==> config.mk <==
export PLATFORM = sky130hd
export DESIGN_NAME = dyn_branch_control
export DESIGN_NICKNAME = d
export VERILOG_FILES = /design/src/rtl/dyn_branch_control.sv
export SDC_FILE = /design/constraint.sdc
export NUM_CORES = 1
export LEC_CHECK = 0
export CORE_MARGIN = 2
export CORE_UTILIZATION = 25
export CTS_BUF_LIST = sky130_fd_sc_hd__clkbuf_8
export CTS_CLUSTER_SIZE = 8
export DETAILED_ROUTE_END_ITERATION = 10
export PLACE_DENSITY = 0.47
export SETUP_SLACK_MARGIN = 0.1
export SLEW_MARGIN = 30
export SYNTH_ARGS = -nofsm -noshare
export SYNTH_HDL_FRONTEND = slang
export SYNTH_SLANG_ARGS = --single-unit
==> constraint.sdc <==
create_clock -name clk_i -period 15.7 [get_ports clk_i]
set_input_delay 3.14 -clock clk_i [delete_from_list [all_inputs] [get_ports clk_i]]
set_output_delay 3.14 -clock clk_i [all_outputs]
set_load 0.02 [all_outputs]
==> src/rtl/dyn_branch_control.sv <==
// Front-end branch decision: decodes the branch class, predicts conditional branches
// from a saturating-counter pattern history table and BX targets from a return address stack.
module dyn_branch_control #(
  parameter int IDX_W     = 6,
  parameter int CTR_W     = 2,
  parameter int RAS_DEPTH = 8,
  parameter int ADDR_W    = 16,
  parameter int DYNAMIC   = 1
) (
  input  logic              clk_i,
  input  logic              reset_i,
  input  logic              pred_v_i,
  input  logic              is_branch_i,
  input  logic              sign_bit_i,
  input  logic [1:0]        branch_op_code_i,
  input  logic [IDX_W-1:0]  pc_idx_i,
  input  logic [ADDR_W-1:0] ret_addr_i,
  input  logic              upd_v_i,
  input  logic [IDX_W-1:0]  upd_idx_i,
  input  logic              upd_taken_i,
  input  logic              flush_i,
  output logic              pred_v_o,
  output logic              take_branch_o,
  output logic              speculative_o,
  output logic              br_link,
  output logic              br_ex,
  output logic [ADDR_W-1:0] ras_target_o,
  output logic              ras_valid_o
);

  localparam int PHT_N = 2 ** IDX_W;
  localparam int PTR_W = $clog2(RAS_DEPTH);
  localparam int CNT_W = $clog2(RAS_DEPTH + 1);
  localparam logic [CTR_W-1:0] CTR_INIT = CTR_W'((2 ** (CTR_W - 1)) - 1);
  localparam logic [CTR_W-1:0] CTR_MAX  = {CTR_W{1'b1}};
  localparam logic [CNT_W-1:0] CNT_FULL = CNT_W'(RAS_DEPTH);
  localparam logic [1:0] OP_CC = 2'b00;
  localparam logic [1:0] OP_B  = 2'b01;
  localparam logic [1:0] OP_BL = 2'b10;

  logic [CTR_W-1:0]  pht_q [PHT_N];
  logic [CTR_W-1:0]  pht_d [PHT_N];
  logic [ADDR_W-1:0] ras_q [RAS_DEPTH];
  logic [ADDR_W-1:0] ras_d [RAS_DEPTH];
  logic [PTR_W-1:0]  ptr_q, ptr_d, ptr_dec;
  logic [CNT_W-1:0]  cnt_q, cnt_d;
  logic              pred_v_q, pred_v_d;
  logic              take_q, take_d;
  logic              spec_q, spec_d;
  logic              link_q, link_d;
  logic              ex_q, ex_d;
  logic [ADDR_W-1:0] tgt_q, tgt_d;
  logic              tgt_v_q, tgt_v_d;
  logic              req;
  logic [CTR_W-1:0]  rd_ctr;

  // Resolved outcomes train the table regardless of requests or flushes.
  always_comb begin
    pht_d = pht_q;
    if (upd_v_i) begin
      if (upd_taken_i) begin
        if (pht_q[upd_idx_i] != CTR_MAX) pht_d[upd_idx_i] = pht_q[upd_idx_i] + 1'b1;
      end else if (pht_q[upd_idx_i] != '0) begin
        pht_d[upd_idx_i] = pht_q[upd_idx_i] - 1'b1;
      end
    end
  end

  // Prediction reads the registered table, so a same-cycle update is not seen.
  always_comb begin
    req      = pred_v_i & ~flush_i;
    rd_ctr   = pht_q[pc_idx_i];
    ptr_dec  = ptr_q - 1'b1;
    ras_d    = ras_q;
    ptr_d    = ptr_q;
    cnt_d    = cnt_q;
    pred_v_d = req;
    take_d   = 1'b0;
    spec_d   = 1'b0;
    link_d   = 1'b0;
    ex_d     = 1'b0;
    tgt_d    = '0;
    tgt_v_d  = 1'b0;
    if (req && is_branch_i) begin
      case (branch_op_code_i)
        OP_CC: begin
          spec_d = 1'b1;
          take_d = (DYNAMIC != 0) ? rd_ctr[CTR_W-1] : sign_bit_i;
        end
        OP_B: take_d = 1'b1;
        OP_BL: begin
          take_d        = 1'b1;
          spec_d        = 1'b1;
          link_d        = 1'b1;
          ras_d[ptr_q]  = ret_addr_i;
          ptr_d         = ptr_q + 1'b1;
          if (cnt_q != CNT_FULL) cnt_d = cnt_q + 1'b1;
        end
        default: begin
          take_d = 1'b1;
          spec_d = 1'b1;
          ex_d   = 1'b1;
          if (cnt_q != '0) begin
            tgt_v_d = 1'b1;
            tgt_d   = ras_q[ptr_dec];
            ptr_d   = ptr_dec;
            cnt_d   = cnt_q - 1'b1;
          end
        end
      endcase
    end
    if (flush_i) begin
      ptr_d = '0;
      cnt_d = '0;
    end
  end

  always_ff @(posedge clk_i or posedge reset_i) begin
    if (reset_i) begin
      for (int i = 0; i < PHT_N; i++) pht_q[i] <= CTR_INIT;
      ptr_q    <= '0;
      cnt_q    <= '0;
      pred_v_q <= 1'b0;
      take_q   <= 1'b0;
      spec_q   <= 1'b0;
      link_q   <= 1'b0;
      ex_q     <= 1'b0;
      tgt_q    <= '0;
      tgt_v_q  <= 1'b0;
    end else begin
      pht_q    <= pht_d;
      ptr_q    <= ptr_d;
      cnt_q    <= cnt_d;
      pred_v_q <= pred_v_d;
      take_q   <= take_d;
      spec_q   <= spec_d;
      link_q   <= link_d;
      ex_q     <= ex_d;
      tgt_q    <= tgt_d;
      tgt_v_q  <= tgt_v_d;
    end
  end

  // Stack storage is only meaningful below the count, so it needs no reset.
  always_ff @(posedge clk_i) begin
    ras_q <= ras_d;
  end

  assign pred_v_o      = pred_v_q;
  assign take_branch_o = take_q;
  assign speculative_o = spec_q;
  assign br_link       = link_q;
  assign br_ex         = ex_q;
  assign ras_target_o  = tgt_q;
  assign ras_valid_o   = tgt_v_q;

endmodule

Word level (Yosys, flattened, before mapping). Index checks and enable logic that the tools add are counted.

$add $sub $neg: 6. Multiply operators: 0. Divide/modulo/power cells: 0. Order comparisons: 6. Equality and inequality tests: 7. Shift operators: 0. Multiplexer cells: 42. Bitwise logic cells: 6. Reductions and logical operators: 15.

Operators with widths (count): $bwmux 128 (3); $mux 128 (3); $mux 16 (6); $bmux 16 s3 (1); $demux 16 s3 (1); $bmux 2 s6 (2); $mux 4 (4); $ge 7x7->1 const B (2); $not 6->7 (2); $demux 2 s6 (1); $mux 1 (11); $mux 2 (5); $mux 3 (3); $ge 4x4->1 const B (2); $not 3->4 (2); $pmux 4 s2 (1); $lt 7x1->1 const B (1); $pmux 3 s2 (1); $reduce_and 3->1 (2); $reduce_bool 2->1 (3); $add 4x1->4 const B (1); $lt 4x1->1 const B (1); $ne 2x1->1 const B (2); $ne 4x4->1 const B (1); other kinds (19) (21).

Register bits after elaboration: 285. Latch bits: 0. Bits in writable memories: 0. ROM bits: 0. Output and inout port bits: 22. Logic and storage cells: 163. Memories: 0.

Depth between registers and ports, before layout.
Depth in word-level cells: 8. Mapped depth: 17. Depth with buffers taken out: 11.

Worst setup path before layout. OpenSTA, ideal clock, no wires.

Path kind: input to register. Start point: input port upd_idx_i[1]. End point: register pht_q[83] (netlist name). Arrival: 6504 ps. Data required time: 15575 ps. Slack: 9071 ps. Cell stages on the path: 13. Path buffers: 2. Cells stage by stage: buf_6 mux4_2 mux4_2 nand3_1 nand2_1 or3_1 ha_1 mux2i_1 nand2_1 or4_1 clkbuf_1 nor2_1 mux2_2.

Cells in the longest elaborated chain, start to end: 8.

Ends and longest elaborated chain: start: declaration (line 19) `input logic [IDX_W-1:0] upd_idx_i,`; $not 6->7 (not written as such) (*) (line 62, 63, 64); $bmux 2 s6 (tied with other cells) (line 62, 63, 64); $mux 2 (not written as such) / $logic_and 1x1->1 (equally long branches) (line 62, 63, 64); $mux 2 (on tied branches) (line 62, 63, 64); $sub 2x1->2 (tied with other cells) (line 64) `pht_d[upd_idx_i] = pht_q[upd_idx_i] - 1'b1;`; $bwmux 128 (on tied branches) (line 64, 62); $mux 128 (on tied branches) (line 63, 62); $mux 128 (line 61) `if (upd_taken_i) begin`; end signal: assignment (line 131) `pht_q <= pht_d;`; end: declaration (line 41) `logic [CTR_W-1:0] pht_q [PHT_N];`.

Every way passes the cells marked *; elsewhere a longest branch is shown, timed or not. The select of a mux whose other input is x is not followed. A chain may end at the register's enable or synchronous reset.

Final worst setup path.
Start point: input port upd_idx_i[2]. End point: register pht_q[91] (netlist name).

Same word-level chain as after synthesis.

==> results.json <==
{
  "dpl.cell_count": 1651,
  "cts_hold_buf": 0,
  "cts-resized-gates": 0,
  "antenna_found_initial": 3,
  "grt_pass1_vias": 8755,
  "p_per_area_nw_per_um2": 116,
  "synth_edf_count": 128,
  "dp_hpwl_mm": 22.3,
  "critPathRequiredTime_ns": 16.20,
  "clock_sinks": 285,
  "crit_path_max_fanout": 54,
  "clkTransAtPathRegs_ns": 0.06,
  "die_h_um": 234,
  "yosysWarnings": 0,
  "via_count": 8711,
  "wl_per_cell_um": 21.7,
  "synth_top_area_share": 0.290,
  "yosysTopAreaCell": "edfxtp_1",
  "syn_inst": 949,
  "clkPwrFrac": 0.386,
  "fin_cells": 1748,
  "outcome": "finished, final reports clean",
  "grt_pass1_wl_mm": 57.1,
  "fmax_mhz": 126,
  "clock_path_buffers": 3,
  "p_leak_nw": 5.80,
  "core_um2": 52600,
  "drc_errors": 0,
  "worst_pin_slew_ns": 0.942,
  "drtPass1Iterations": 5,
  "grt_setup_unrepaired": "no",
  "fin_nets": 1062,
  "syn-num-nets": 994,
  "switching_share": 0.267,
  "slew_headroom": 0.370,
  "drt-total-wl_mm": 37.9,
  "vias_per_cell": 4.98,
  "initial_core_util": 0.252,
  "hold_path_class": "register to register",
  "stdcell_area_um2": 15700,
  "htreeDepth": 2,
  "first_iter_violations": 552,
  "netlist_area_um2": 13300,
  "netlist_top_cells_area": "edfxtp_1 29%, dfrtp_1 18%, dfstp_2 13%, mux4_2 9.7%, mux2_2 7.9%",
  "detail-route-antenna-nets": 0,
  "synth_ff_type": "edfxtp_1",
  "synth_cell_type_count": 66,
  "ys_ff_latch": 285,
  "finalSetupTns_ns": 0,
  "period_share": 0.504,
  "hold_viol_final": 0,
  "clockRootBuffer": "clkbuf_8",
  "grt-ovfl-total": 0,
  "cts_made_buffers": 51,
  "yosysSeqAreaShare": 0.592,
  "track_usage": 0.139,
  "die_w_um": 234,
  "layout_min_cycle_time_ns": 7.91,
  "place.gp.congestion": 0.778,
  "ir_drop_uv": 52.2,
  "cts_setup_buffers": 0,
  "cts_tree": "yes",
  "io_pins": 60,
  "end_kind": "register",
  "internal_power_mw": 1.34,
  "worstSetupPathType": "input pin to register",
  "setup_viol": 0,
  "syn_area_per_cell_um2": 14.0,
  "die_area_um2": 54900,
  "place_area_um2": 14600,
  "seq_power_share": 0.491,
  "power.net_switching_mw": 0.487,
  "port-buffer-count": 58,
  "area_growth_syn_to_layout_pct": 18.1,
  "layout-drive-gt1-share": 0.332,
  "drv_slew": 0,
  "grt_max_degree": 103,
  "maxCapViolations": 0,
  "async_flop_share": 0.551,
  "cp.arrival_ns": 8.42,
  "insertion_delay_ns": 0.65,
  "row_count": 84,
  "start_kind": "input pin",
  "skew_ns": 0.0415,
  "p_comb_frac": 0.123
}
## worst paths after layout
path / startpoint / to / slack, ns / cells past startpoint
setup / recovery: upd_idx_i[2] / pht_q[91] / 7.79 / 14
hold / removal: register / register / 0.49 / 2
setup reg to reg: register / pht_q[91] / 10.86 / 11
hold reg to reg: register / register / 0.49 / 2
max in group asynchronous: reset_i / pht_q[23] / 11.35 / 3
min in group asynchronous: reset_i / pht_q[67] / 3.07 / 2
## critical path, cell delays in order
cell	delay (ns)
buf_2	0.08
buf_4	0.58
inv_1	0.48
a221o_1	0.38
a222oi_1	0.53
o2111ai_4	0.14
buf_4	0.35
or3_1	0.41
ha_1	0.19
mux2i_1	0.37
nand2_1	0.38
or4_1	0.67
nor2_1	0.26
mux2_2	0.37
## power groups by stage
stage          registers, mW  logic [mW]  clock network [mW]
2_1_floorplan          0.894       0.158                   0
3_3_place_gp           0.906       0.220                   0
3_5_place_dp           0.907       0.225                   0
4_1_cts                0.894       0.226               0.729
5_1_grt                0.901       0.243               0.766
6_report               0.895       0.225               0.704
## layout by cell type (no fill, tap or decap), types with 7 or more instances in the layout
master,Yosys,final
a21oi_1,25,25
a221o_1,9,9
a221oi_1,10,10
a22oi_1,10,10
buf_4,4,25
clkbuf_8,0,62
clkdlybuf4s50_1,0,56
clkinv_1,1,7
clkinv_2,0,7
dfrtp_1,93,92
dfstp_2,64,64
edfxtp_1,128,128
inv_1,13,28
mux2_2,93,93
mux2i_1,11,11
mux4_2,57,57
nand2_1,99,97
nand3_1,25,25
nor2_1,38,37
nor2b_1,9,9
nor3_1,11,9
o21ai_0,57,57
o31ai_1,21,21
o41ai_2,13,13
xnor2_1,8,7
## per-stage QoR
| stage | power [mW] | util | hold WS, ns | setup slack [ns] |
|---|---|---|---|---|
| after floorplan | 1.05 | - | 0.466 | 8.43 |
| after global placement | 1.13 | 0.278 | 0.482 | 7.06 |
| after detailed placement | 1.13 | 0.278 | 0.485 | 7.23 |
| after CTS | 1.85 | 0.298 | 0.493 | 7.89 |
| after global routing | 1.91 | 0.298 | 0.511 | 7.61 |
| final | 1.82 | 0.298 | 0.492 | 7.79 |
## cell type report
type	instances	area, µm²
inverters	15	63.8
well taps	688	861
fillers	5333	36900
multi-input cells	580	5080
diodes	1	2.50
clock inverters	33	189
repair buffers	84	769
clock buffers	62	853
flip-flops and latches	285	7850
## Yosys cell counts (all sizes together), types with 14 or more instances
master / instances
buf: 28
mux4: 57
o31ai: 21
a21oi: 25
o21ai: 57
dfrtp: 93
inv: 14
nand3: 25
o41ai: 19
mux2: 93
edfxtp: 128
dfstp: 64
nand2: 99
nor2: 39
clkbuf: 41
## logic make-up (layout without fill, tap and decap cells)
logic type / Yosys count / in the layout / share of synthesized area
xor+xnor: 10 / 10 / 0.00660
other cells: 0 / 1 / 0
buf+inv: 84 / 194 / 0.0318
fa+ha+maj: 7 / 7 / 0.00717
simple gates: 222 / 222 / 0.0781
mux: 161 / 161 / 0.184
flops: 285 / 285 / 0.592
compound gates: 180 / 180 / 0.100
## per-layer routing
metal	wire length (µm)	up-vias	global-route usage
li1	-	3796	-
met1	17500	4561	0.196
met2	17100	275	0.212
met3	2400	73	0.0319
met4	912	6	0.0464
met5	38	-	0
Power figures use the tool's default switching activity.
